**config.mk**
```make
export PLATFORM = sky130hd
export DESIGN_NAME = mock_stream_gen_flat
export DESIGN_NICKNAME = d
export VERILOG_FILES = /design/src/rtl/mock_stream_gen_if.sv /design/src/rtl/mock_stream_gen.sv /design/src/flat_wrapper.sv
export SDC_FILE = /design/constraint.sdc
export NUM_CORES = 2
export LEC_CHECK = 0
export CORE_ASPECT_RATIO = 1.2
export CORE_UTILIZATION = 50
export DETAILED_ROUTE_END_ITERATION = 10
export PLACE_DENSITY = 0.7
export SLEW_MARGIN = 20
export SYNTH_ARGS = -nofsm -noshare
export SYNTH_HDL_FRONTEND = slang
export SYNTH_SLANG_ARGS = --single-unit
```
**constraint.sdc**
```tcl
create_clock -name CLK -period 12.2 [get_ports CLK]
set_input_delay 3.05 -clock CLK [delete_from_list [all_inputs] [get_ports CLK]]
set_output_delay 3.05 -clock CLK [all_outputs]
set_load 0.02 [all_outputs]
```
**src/rtl/mock_stream_gen_if.sv**
```systemverilog
// Control, read-strobe and FIFO status bundle for mock_stream_gen.
// master = generator side, slave = consumer/controller side.
interface mock_stream_gen_if #(
  parameter int unsigned DATA_W = 32,
  parameter int unsigned DEPTH  = 128
);
  localparam int unsigned CNT_W = $clog2(DEPTH) + 1;

  logic              en;
  logic              clr;
  logic              mode;
  logic [15:0]       rate_div;
  logic              fifo_rd;
  logic [DATA_W-1:0] fifo_out;
  logic [CNT_W-1:0]  rd_data_count;
  logic              empty;
  logic              full;
  logic              ovf;
  logic              udf;

  modport master (
    input  en, clr, mode, rate_div, fifo_rd,
    output fifo_out, rd_data_count, empty, full, ovf, udf
  );

  modport slave (
    output en, clr, mode, rate_div, fifo_rd,
    input  fifo_out, rd_data_count, empty, full, ovf, udf
  );
endinterface

```
**src/rtl/mock_stream_gen.sv**
```systemverilog
// Deterministic multi-channel sample generator feeding an internal FIFO.
// Optional LFSR payload pattern built only when MOCK_STREAM_LFSR_EN is defined.
module mock_stream_gen #(
  parameter int unsigned DATA_W = 32,
  parameter int unsigned DEPTH  = 128,
  parameter int unsigned NUM_CH = 4
) (
  input  logic               CLK,
  input  logic               RST_N,
  mock_stream_gen_if.master  bus
);
  localparam int unsigned CNT_W = $clog2(DEPTH) + 1;
  localparam int unsigned PTR_W = $clog2(DEPTH);
  localparam int unsigned PAY_W = DATA_W - 8;

  typedef enum logic [1:0] {S_IDLE, S_WAIT, S_PUSH, S_STALL} state_t;

  state_t            r_state, w_state_nxt;
  logic [15:0]       r_rate_cnt, w_rate_cnt_nxt;
  logic [7:0]        r_ch;
  logic [PAY_W-1:0]  r_sample;
  logic [PAY_W-1:0]  w_payload;
  logic [DATA_W-1:0] w_word;
  logic [DATA_W-1:0] r_mem [DEPTH];
  logic [PTR_W-1:0]  r_wptr, r_rptr;
  logic [CNT_W-1:0]  r_count, w_count_nxt;
  logic [DATA_W-1:0] r_out;
  logic              r_empty, r_full, r_ovf, r_udf;
  logic              w_rd, w_wr, w_stall, w_can_wr, w_frame_end;

`ifdef MOCK_STREAM_LFSR_EN
  function automatic logic [63:0] tap_bit(input int unsigned t);
    return 64'(1) << (t - 1);
  endfunction

  // Maximal-length Fibonacci tap sets, tap n is the MSB of an n-bit register.
  function automatic logic [63:0] lfsr_taps(input int unsigned w);
    logic [63:0] m;
    m = '0;
    case (w)
      8:  m = tap_bit(8)  | tap_bit(6)  | tap_bit(5)  | tap_bit(4);
      9:  m = tap_bit(9)  | tap_bit(5);
      10: m = tap_bit(10) | tap_bit(7);
      11: m = tap_bit(11) | tap_bit(9);
      12: m = tap_bit(12) | tap_bit(6)  | tap_bit(4)  | tap_bit(1);
      13: m = tap_bit(13) | tap_bit(4)  | tap_bit(3)  | tap_bit(1);
      14: m = tap_bit(14) | tap_bit(5)  | tap_bit(3)  | tap_bit(1);
      15: m = tap_bit(15) | tap_bit(14);
      16: m = tap_bit(16) | tap_bit(15) | tap_bit(13) | tap_bit(4);
      17: m = tap_bit(17) | tap_bit(14);
      18: m = tap_bit(18) | tap_bit(11);
      19: m = tap_bit(19) | tap_bit(6)  | tap_bit(2)  | tap_bit(1);
      20: m = tap_bit(20) | tap_bit(17);
      21: m = tap_bit(21) | tap_bit(19);
      22: m = tap_bit(22) | tap_bit(21);
      23: m = tap_bit(23) | tap_bit(18);
      24: m = tap_bit(24) | tap_bit(23) | tap_bit(22) | tap_bit(17);
      25: m = tap_bit(25) | tap_bit(22);
      26: m = tap_bit(26) | tap_bit(6)  | tap_bit(2)  | tap_bit(1);
      27: m = tap_bit(27) | tap_bit(5)  | tap_bit(2)  | tap_bit(1);
      28: m = tap_bit(28) | tap_bit(25);
      29: m = tap_bit(29) | tap_bit(27);
      30: m = tap_bit(30) | tap_bit(6)  | tap_bit(4)  | tap_bit(1);
      31: m = tap_bit(31) | tap_bit(28);
      32: m = tap_bit(32) | tap_bit(22) | tap_bit(2)  | tap_bit(1);
      33: m = tap_bit(33) | tap_bit(20);
      34: m = tap_bit(34) | tap_bit(27) | tap_bit(2)  | tap_bit(1);
      35: m = tap_bit(35) | tap_bit(33);
      36: m = tap_bit(36) | tap_bit(25);
      37: m = tap_bit(37) | tap_bit(5)  | tap_bit(4)  | tap_bit(3) | tap_bit(2) | tap_bit(1);
      38: m = tap_bit(38) | tap_bit(6)  | tap_bit(5)  | tap_bit(1);
      39: m = tap_bit(39) | tap_bit(35);
      40: m = tap_bit(40) | tap_bit(38) | tap_bit(21) | tap_bit(19);
      41: m = tap_bit(41) | tap_bit(38);
      42: m = tap_bit(42) | tap_bit(41) | tap_bit(20) | tap_bit(19);
      43: m = tap_bit(43) | tap_bit(42) | tap_bit(38) | tap_bit(37);
      44: m = tap_bit(44) | tap_bit(43) | tap_bit(18) | tap_bit(17);
      45: m = tap_bit(45) | tap_bit(44) | tap_bit(42) | tap_bit(41);
      46: m = tap_bit(46) | tap_bit(45) | tap_bit(26) | tap_bit(25);
      47: m = tap_bit(47) | tap_bit(42);
      48: m = tap_bit(48) | tap_bit(47) | tap_bit(21) | tap_bit(20);
      49: m = tap_bit(49) | tap_bit(40);
      50: m = tap_bit(50) | tap_bit(49) | tap_bit(24) | tap_bit(23);
      51: m = tap_bit(51) | tap_bit(50) | tap_bit(36) | tap_bit(35);
      52: m = tap_bit(52) | tap_bit(49);
      53: m = tap_bit(53) | tap_bit(52) | tap_bit(38) | tap_bit(37);
      54: m = tap_bit(54) | tap_bit(53) | tap_bit(18) | tap_bit(17);
      55: m = tap_bit(55) | tap_bit(31);
      56: m = tap_bit(56) | tap_bit(55) | tap_bit(35) | tap_bit(34);
      default: m = '0;
    endcase
    return m;
  endfunction

  localparam logic [PAY_W-1:0] TAP_MASK = PAY_W'(lfsr_taps(PAY_W));

  logic [PAY_W-1:0] r_lfsr;

  always_ff @(posedge CLK or negedge RST_N) begin
    if (!RST_N)                 r_lfsr <= PAY_W'(1);
    else if (bus.clr)           r_lfsr <= PAY_W'(1);
    else if (w_wr && w_frame_end)
      r_lfsr <= {r_lfsr[PAY_W-2:0], ^(r_lfsr & TAP_MASK)};
  end

  assign w_payload = bus.mode ? r_lfsr : r_sample;
`else
  logic w_unused_mode;
  assign w_unused_mode = bus.mode;
  assign w_payload     = r_sample;
`endif

  assign w_word      = {r_ch, w_payload};
  assign w_frame_end = (r_ch == 8'(NUM_CH - 1));
  assign w_rd        = bus.fifo_rd && !r_empty && !bus.clr;
  // A same-cycle read frees a slot, so a full FIFO still accepts the write.
  assign w_can_wr    = !r_full || w_rd;

  always_ff @(posedge CLK or negedge RST_N) begin
    if (!RST_N) begin
      r_state    <= S_IDLE;
      r_rate_cnt <= '0;
    end else begin
      r_state    <= w_state_nxt;
      r_rate_cnt <= w_rate_cnt_nxt;
    end
  end

  always_comb begin
    w_state_nxt    = r_state;
    w_rate_cnt_nxt = r_rate_cnt;
    w_wr           = 1'b0;
    w_stall        = 1'b0;
    case (r_state)
      S_IDLE: begin
        w_rate_cnt_nxt = '0;
        if (bus.en) w_state_nxt = S_PUSH;
      end
      S_WAIT: begin
        if (!bus.en) begin
          w_state_nxt    = S_IDLE;
          w_rate_cnt_nxt = '0;
        end else if (17'(r_rate_cnt) + 17'd1 >= 17'(bus.rate_div)) begin
          w_state_nxt    = S_PUSH;
          w_rate_cnt_nxt = '0;
        end else begin
          w_rate_cnt_nxt = r_rate_cnt + 16'd1;
        end
      end
      S_PUSH, S_STALL: begin
        w_rate_cnt_nxt = '0;
        if (r_state == S_STALL && !bus.en) begin
          w_state_nxt = S_IDLE;
        end else if (w_can_wr) begin
          w_wr = 1'b1;
          if (!bus.en)                  w_state_nxt = S_IDLE;
          else if (bus.rate_div == '0)  w_state_nxt = S_PUSH;
          else                          w_state_nxt = S_WAIT;
        end else begin
          w_stall     = bus.en;
          w_state_nxt = bus.en ? S_STALL : S_IDLE;
        end
      end
      default: w_state_nxt = S_IDLE;
    endcase
    if (bus.clr) begin
      w_state_nxt    = S_IDLE;
      w_rate_cnt_nxt = '0;
      w_wr           = 1'b0;
      w_stall        = 1'b0;
    end
  end

  assign w_count_nxt = r_count + CNT_W'(w_wr) - CNT_W'(w_rd);

  always_ff @(posedge CLK) begin
    if (w_wr) r_mem[r_wptr] <= w_word;
  end

  always_ff @(posedge CLK or negedge RST_N) begin
    if (!RST_N) begin
      r_wptr <= '0; r_rptr <= '0; r_count <= '0;
      r_empty <= 1'b1; r_full <= 1'b0; r_ovf <= 1'b0; r_udf <= 1'b0;
      r_out <= '0; r_ch <= '0; r_sample <= '0;
    end else if (bus.clr) begin
      r_wptr <= '0; r_rptr <= '0; r_count <= '0;
      r_empty <= 1'b1; r_full <= 1'b0; r_ovf <= 1'b0; r_udf <= 1'b0;
      r_out <= '0; r_ch <= '0; r_sample <= '0;
    end else begin
      if (w_wr) begin
        r_wptr <= r_wptr + PTR_W'(1);
        if (w_frame_end) begin
          r_ch     <= '0;
          r_sample <= r_sample + PAY_W'(1);
        end else begin
          r_ch     <= r_ch + 8'd1;
        end
      end
      if (w_rd) begin
        r_out  <= r_mem[r_rptr];
        r_rptr <= r_rptr + PTR_W'(1);
      end
      if (bus.fifo_rd && r_empty) r_udf <= 1'b1;
      if (w_stall)                r_ovf <= 1'b1;
      r_count <= w_count_nxt;
      r_empty <= (w_count_nxt == '0);
      r_full  <= (w_count_nxt == CNT_W'(DEPTH));
    end
  end

  assign bus.fifo_out      = r_out;
  assign bus.rd_data_count = r_count;
  assign bus.empty         = r_empty;
  assign bus.full          = r_full;
  assign bus.ovf           = r_ovf;
  assign bus.udf           = r_udf;
endmodule

```
**src/flat_wrapper.sv**
```systemverilog
// flat-port wrapper written by rule: the top's interface ports become plain ports
module mock_stream_gen_flat 
#(
  parameter int unsigned DATA_W = 32,
  parameter int unsigned DEPTH  = 128,
  parameter int unsigned NUM_CH = 4
)
  (CLK, RST_N, bus_en, bus_clr, bus_mode, bus_rate_div, bus_fifo_rd, bus_fifo_out, bus_rd_data_count, bus_empty, bus_full, bus_ovf, bus_udf);
  mock_stream_gen_if #(.DATA_W(DATA_W), .DEPTH(DEPTH)) bus_i ();
  input  logic CLK;
  input  logic RST_N;
  input wire logic [$bits(bus_i.en)-1:0] bus_en;
  input wire logic [$bits(bus_i.clr)-1:0] bus_clr;
  input wire logic [$bits(bus_i.mode)-1:0] bus_mode;
  input wire logic [$bits(bus_i.rate_div)-1:0] bus_rate_div;
  input wire logic [$bits(bus_i.fifo_rd)-1:0] bus_fifo_rd;
  output wire logic [$bits(bus_i.fifo_out)-1:0] bus_fifo_out;
  output wire logic [$bits(bus_i.rd_data_count)-1:0] bus_rd_data_count;
  output wire logic [$bits(bus_i.empty)-1:0] bus_empty;
  output wire logic [$bits(bus_i.full)-1:0] bus_full;
  output wire logic [$bits(bus_i.ovf)-1:0] bus_ovf;
  output wire logic [$bits(bus_i.udf)-1:0] bus_udf;
  assign bus_i.en = bus_en;
  assign bus_i.clr = bus_clr;
  assign bus_i.mode = bus_mode;
  assign bus_i.rate_div = bus_rate_div;
  assign bus_i.fifo_rd = bus_fifo_rd;
  assign bus_fifo_out = bus_i.fifo_out;
  assign bus_rd_data_count = bus_i.rd_data_count;
  assign bus_empty = bus_i.empty;
  assign bus_full = bus_i.full;
  assign bus_ovf = bus_i.ovf;
  assign bus_udf = bus_i.udf;
  mock_stream_gen #(.DATA_W(DATA_W), .DEPTH(DEPTH), .NUM_CH(NUM_CH)) u_core (.CLK(CLK), .RST_N(RST_N), .bus(bus_i));
endmodule
```
======== Word level (Yosys, flattened, before mapping) ========
Memory sizes are Yosys's and may differ from the RTL's.
Cells that the tools add are included.
word-level totals
  bits in registers ....................... 108
  bits in latches ......................... 0
  memory bits (writable) .................. 4096
  bits in read-only memories .............. 0
  bits of input ports ..................... 22
  output and inout port bits .............. 44
  word-level logic and storage cells ...... 93
  memories kept ........................... 1
operators by class
  add/subtract/negate cells ............... 8
  $mul .................................... 0
  div/mod/pow operators ................... 0
  order comparisons ....................... 1
  equality and inequality tests ........... 7
  shifts and indexed selects .............. 0
  muxes and demuxes ....................... 43
  bitwise operators ....................... 0
  reduce and logical (&&, ||, !) cells .... 21
memory list
  memory        words  width  read ports  clocked after memory_dff  wr ports  RTL line               RTL
  u_core.r_mem  128    32     1           0                         1         mock_stream_gen.sv:24  logic [DATA_W-1:0] r_mem [DEPTH];
operator list
  kind                     number
  $mux W24                 3
  $mux W32                 2
  $mux W16                 3
  $mux W8                  4
  $pmux W16 S2             1
  $mux W7                  4
  $add A24 B1 Y24 const B  1
  $mux W2                  9
  $add A16 B1 Y17 const B  1
  $ge A17 B16 Y1           1
  $add A16 B1 Y16 const B  1
  $logic_not A16 Y1        1
  $mux W1                  16
  $add A7 B1 Y7 const B    2
  $reduce_bool A2 Y1       5
  $add A8 B1 Y8            1
  $add A8 B1 Y8 const B    1
  $eq A8 B2 Y1 const B     1
  $eq A8 B8 Y1 const B     1
  $logic_not A8 Y1         1
  $sub A8 B1 Y8            1
  $pmux W2 S3              1
  $eq A2 B2 Y1 const B     2
  $logic_and A1 B1 Y1      4
  9 further kinds          13

======== Logic depth before layout (Yosys ltp) ========
  depth after elaboration ................. 12
  mapped depth ............................ 13
  mapped depth without buffers ............ 12

======== Worst setup path after synthesis ========
Ideal clock, no wire load.
  kind .................................... input to register
  start point ............................. input port bus_clr
  end point ............................... memory u_core.r_mem[109][0] (enable)
  library setup time ...................... 0.421 ns
  data arrival time ....................... 5.792 ns
  required time ........................... 11.779 ns
  setup slack ............................. 5.986 ns
  cell stages on the path ................. 6
  buffers on the path ..................... 2
  cells stage by stage .................... nor3b_1 > o221a_2 > clkbuf_1 > nand4_1 > clkbuf_1 > nor2_1
on the way
  cells in the longest elaborated chain, start to end .. 9
RTL lines
  item                             RTL line                RTL
  start, declared                  flat_wrapper.sv:13      input wire logic [$bits(bus_i.clr)-1:0] bus_clr;
  $logic_not A1 Y1                 mock_stream_gen.sv:115  assign w_rd = bus.fifo_rd && !r_empty && !bus.clr;
  $logic_and A1 B1 Y1              mock_stream_gen.sv:115
  $logic_or A1 B1 Y1               mock_stream_gen.sv:117  assign w_can_wr = !r_full || w_rd;
  $mux W1                          mock_stream_gen.sv:154  end else if (w_can_wr) begin
  $mux W1                          mock_stream_gen.sv:152  if (r_state == S_STALL && !bus.en) begin
  $mux W1                          mock_stream_gen.sv:134  case (r_state)
  $mux W1 *                        mock_stream_gen.sv:166  if (bus.clr) begin
  $mux W1 *                        mock_stream_gen.sv:177  if (w_wr) r_mem[r_wptr] <= w_word;
  $mux W1 (implied by the code) *  mock_stream_gen.sv:177
  end, declared                    mock_stream_gen.sv:24
Every way passes the cells marked *; elsewhere a longest branch is shown, timed or not.

======== Worst setup path after layout ========
  start point ............................. input port bus_fifo_rd
  end point ............................... register u_core.r_out[25], in the netlist u_core.bus.fifo_out[25]
on the way
  cells in the longest elaborated chain, start to end .. 3
RTL lines
  item                                 RTL line                RTL
  start, declared                      flat_wrapper.sv:16      input wire logic [$bits(bus_i.fifo_rd)-1:0] bus_fifo_rd;
  $logic_and A1 B1 Y1 (2 in series)    mock_stream_gen.sv:115
  $reduce_bool A2 Y1 (no source line)  n/a
  end signal, assigned                 mock_stream_gen.sv:200  r_out <= r_mem[r_rptr];
  end, declared                        mock_stream_gen.sv:27   logic [DATA_W-1:0] r_out;
Every way passes these cells.
A chain may end at the register's enable or synchronous reset.

==> impl_metrics.py <==
metrics = {
    "status": {
        "outcome": "complete, no violations",
    },
    "sta": {
        "min_period_ps": 6320,
        "hold_viol": 0,
        "rsz0062_at_grt": "false",
        "fmax_mhz": 158,
        "fin_tns_setup_ps": 0,
        "period_share_pct": 51.8,
        "tightestPinTransition_ps": 1290,
        "skew_ps": 79.1,
        "finalSetupViolCount": 0,
        "slew_viol_final": 0,
        "slew_headroom_pct": 13.2,
    },
    "synthesis": {
        "avgSynthCellArea_um2": 21.3,
        "synth_ff_type": "edfxtp_1",
        "netlist_area_um2": 162000,
        "ys_types": 64,
        "synth-seq-cells": 4204,
        "synth_edf_count": 4096,
        "ys_seq_area_share_pct": 77.7,
        "synth_warnings": 0,
        "synthesis.nets": 7647,
        "async_flop_share_pct": 2.57,
        "synthCells": 7595,
    },
    "cells_and_area": {
        "fin_nets": 7967,
        "drive_gt1_share_pct": 24.0,
        "stdcell_area_um2": 183000,
        "post_layout_nonfiller_instances": 12500,
        "final_cell_mix": "edfxtp_1 (4096), mux4_2 (832), mux2i_1 (479)",
        "seq_area_um2": 126000,
        "finish.utilization_pct": 56.8,
        "syn2layout_area_growth_pct": 13.0,
        "multi_input_area_um2": 35200,
        "layout_commonest_cell": "edfxtp_1",
        "fill_cells": 22900,
    },
    "grt": {
        "grt_use_total_pct": 25.9,
        "grt-ovfl-total": 0,
        "grt_pass1_wl_mm": 595,
        "grt_max_degree": 98,
        "grt_pass1_vias": 80600,
        "antenna_found_initial": 16,
    },
    "route": {
        "wire_per_inst_um": 34.0,
        "ant_nets": 0,
        "drtIter0Drc": 11000,
        "vias": 80700,
        "wl_mm": 425,
        "dr.pass1.iters": 6,
        "drc": 0,
        "via_per_inst": 6.46,
    },
    "critical_path": {
        "critPathLaunchType": "input port",
        "critPathMaxFanout": 40,
        "crit_arrival_ps": 7080,
        "endpoint_kind": "flop",
        "r2r_slack_ps": 6530,
        "reg2reg_depth": 9,
        "r2r_end": "u_core.bus.fifo_out[18]$_DFFE_PN0P_",
        "crit_type": "in2reg",
        "cp.required_ps": 12960,
        "r2r-start": "u_core.r_rptr[2]$_DFFE_PN0P_",
    },
    "power": {
        "powerDensity_nw_per_um2": 158,
        "worst_ir_drop_vdd_uv": 143,
        "p_leak_nw": 60.5,
        "fin_total_pwr_mw": 29.0,
    },
    "clock_network": {
        "clock-sinks": 4204,
        "clock_latency_ps": 930,
        "cts_tree": "done",
        "cts_root_buf": "clkbuf_16",
        "cts_buffer_depth": 4,
        "postCtsSetupRepairBufs": 0,
        "post_cts_resized": 0,
        "clk_pin_slew_ps": 70,
        "h-tree-depth": 5,
        "cts_buffers": 387,
        "postCtsHoldBufs": 0,
    },
    "place": {
        "place_inst": 11800,
        "place_congestion": 0.883,
        "placed_cell_area_um2": 170000,
        "io_buffers": 64,
        "hpwl_mm": 248,
    },
    "floorplanning": {
        "core_um2": 322000,
        "start_util_pct": 50.3,
        "die_y_um": 625,
        "dieArea_um2": 326000,
        "io_pins": 66,
        "die_w_um": 521,
        "rows": 228,
    },
    "min_path": {
        "hold_path_class": "reg2reg",
        "hold-path-cell-count": 2,
        "hold_start": "u_core.bus.udf$_DFFE_PN0P_",
        "min_to": "u_core.bus.udf$_DFFE_PN0P_",
    },
    "job": {
        "cap_viol_max_count": 0,
    },
}
## worst max path at each step
stage | slack, ps | depth (start not counted) | start | endpoint
after CTS | 5840 | 8 | bus_fifo_rd | u_core.r_mem[9][21]$_DFFE_PP_
after floorplan | 5990 | 6 | bus_clr | u_core.r_mem[109][0]$_DFFE_PP_
final | 5880 | 9 | bus_fifo_rd | u_core.bus.fifo_out[25]$_DFFE_PN0P_
after global routing | 5890 | 8 | bus_fifo_rd | u_core.r_mem[95][7]$_DFFE_PP_
after global placement | 4980 | 9 | bus_fifo_rd | u_core.bus.fifo_out[25]$_DFFE_PN0P_
after detailed placement | 4940 | 8 | bus_fifo_rd | u_core.r_mem[9][14]$_DFFE_PP_
## power breakdown
group          total, mW  switching (mW)  internal, mW  leakage [nW]
logic               1.29           0.714         0.578          11.1
clock network       12.0            5.20          6.78          6.04
registers           15.7          0.0600          15.6          43.3
## per-layer routing
metal | global-route usage, % | wire length [µm] | share of wire, % | up-vias
li1 | - | - | - | 32600
met1 | 33.2 | 151000 | 35 | 42500
met2 | 41.7 | 205000 | 48 | 4685
met3 | 5.43 | 42200 | 9.9 | 896
met4 | 14.1 | 26600 | 6.3 | 8
met5 | 0 | 57 | 0.013 | -
## flip-flops by register name, summed over array words and instances, names as in the netlist
signal                    cells
u_core.r_rptr                 7
u_core.bus.full               1
u_core.bus.rd_data_count      8
u_core.r_ch                   8
u_core.bus.empty              1
u_core.r_state                2
u_core.r_wptr                 7
u_core.bus.fifo_out          32
u_core.r_sample              24
u_core.r_mem               4096
u_core.bus.udf                1
u_core.r_rate_cnt            16
u_core.bus.ovf                1
## metrics by stage
stage | setup WS (ps) | hold WS [ps]
detailed placement | 4940 | 507
CTS | 5840 | 520
global route | 5890 | 553
finish | 5880 | 522
global placement | 4980 | 491
floorplan | 5990 | 478
## worst max-delay path: stages
cell	delay, ps
clkdlybuf4s50_1	530
nor2b_4	150
buf_4	450
nor2_4	30
buf_4	280
a221oi_1	840
nand4_1	520
a221oi_1	1040
a211oi_1	110
## cell families after synthesis
| kind of cell | synth area share, % |
|---|---|
| DFF | 77.7 |
| muxes | 15.2 |
| AOI/OAI and AO/OA | 3.39 |
| and+or+nand+nor | 1.96 |
| buffers and inverters | 1.30 |
| xor gates and xnor gates | 0.292 |
| adders and majority gates | 0.237 |
## synth_stat cells, types with 4 or more instances
master     instances  area (µm²)
edfxtp_1        4096      123000
mux4_2           832       18700
mux2i_1          479        4790
a22oi_1          241        1810
clkbuf_1         225         845
nor2_1           212         796
a221oi_1         177        1550
o21ai_0          141         706
buf_2            132         661
nand2_1          132         495
nand3_1          130         651
a21oi_1          114         571
dfrtp_1          107        2680
mux2_2            90        1010
nand4_1           79         494
a211oi_1          47         353
xnor2_1           41         359
buf_4             38         285
inv_1             35         131
buf_1             32         120
o22ai_1           32         200
nor2b_1           31         194
ha_1              29         363
xor2_1            13         114
nor4_2            12         150
and3_1            11        68.8
nor3_1            11        55.1
a21o_1             9        67.6
o2111ai_1          9        78.8
buf_6              5        56.3
nor4_1             4        25.0
## layout make-up
| cell class | instances | share of cell area, % |
|---|---|---|
| clock inverters | 207 | 1.12 |
| inverters | 37 | 0.0787 |
| clock buffers | 499 | 5.66 |
| diodes | 10 | 0.0137 |
| repair buffers | 363 | 2.18 |
| multi-input cells | 2922 | 19.2 |
| well taps | 4255 | 2.91 |
| flip-flops and latches | 4204 | 68.8 |
No activity file was read; power rests on OpenSTA's default activity.
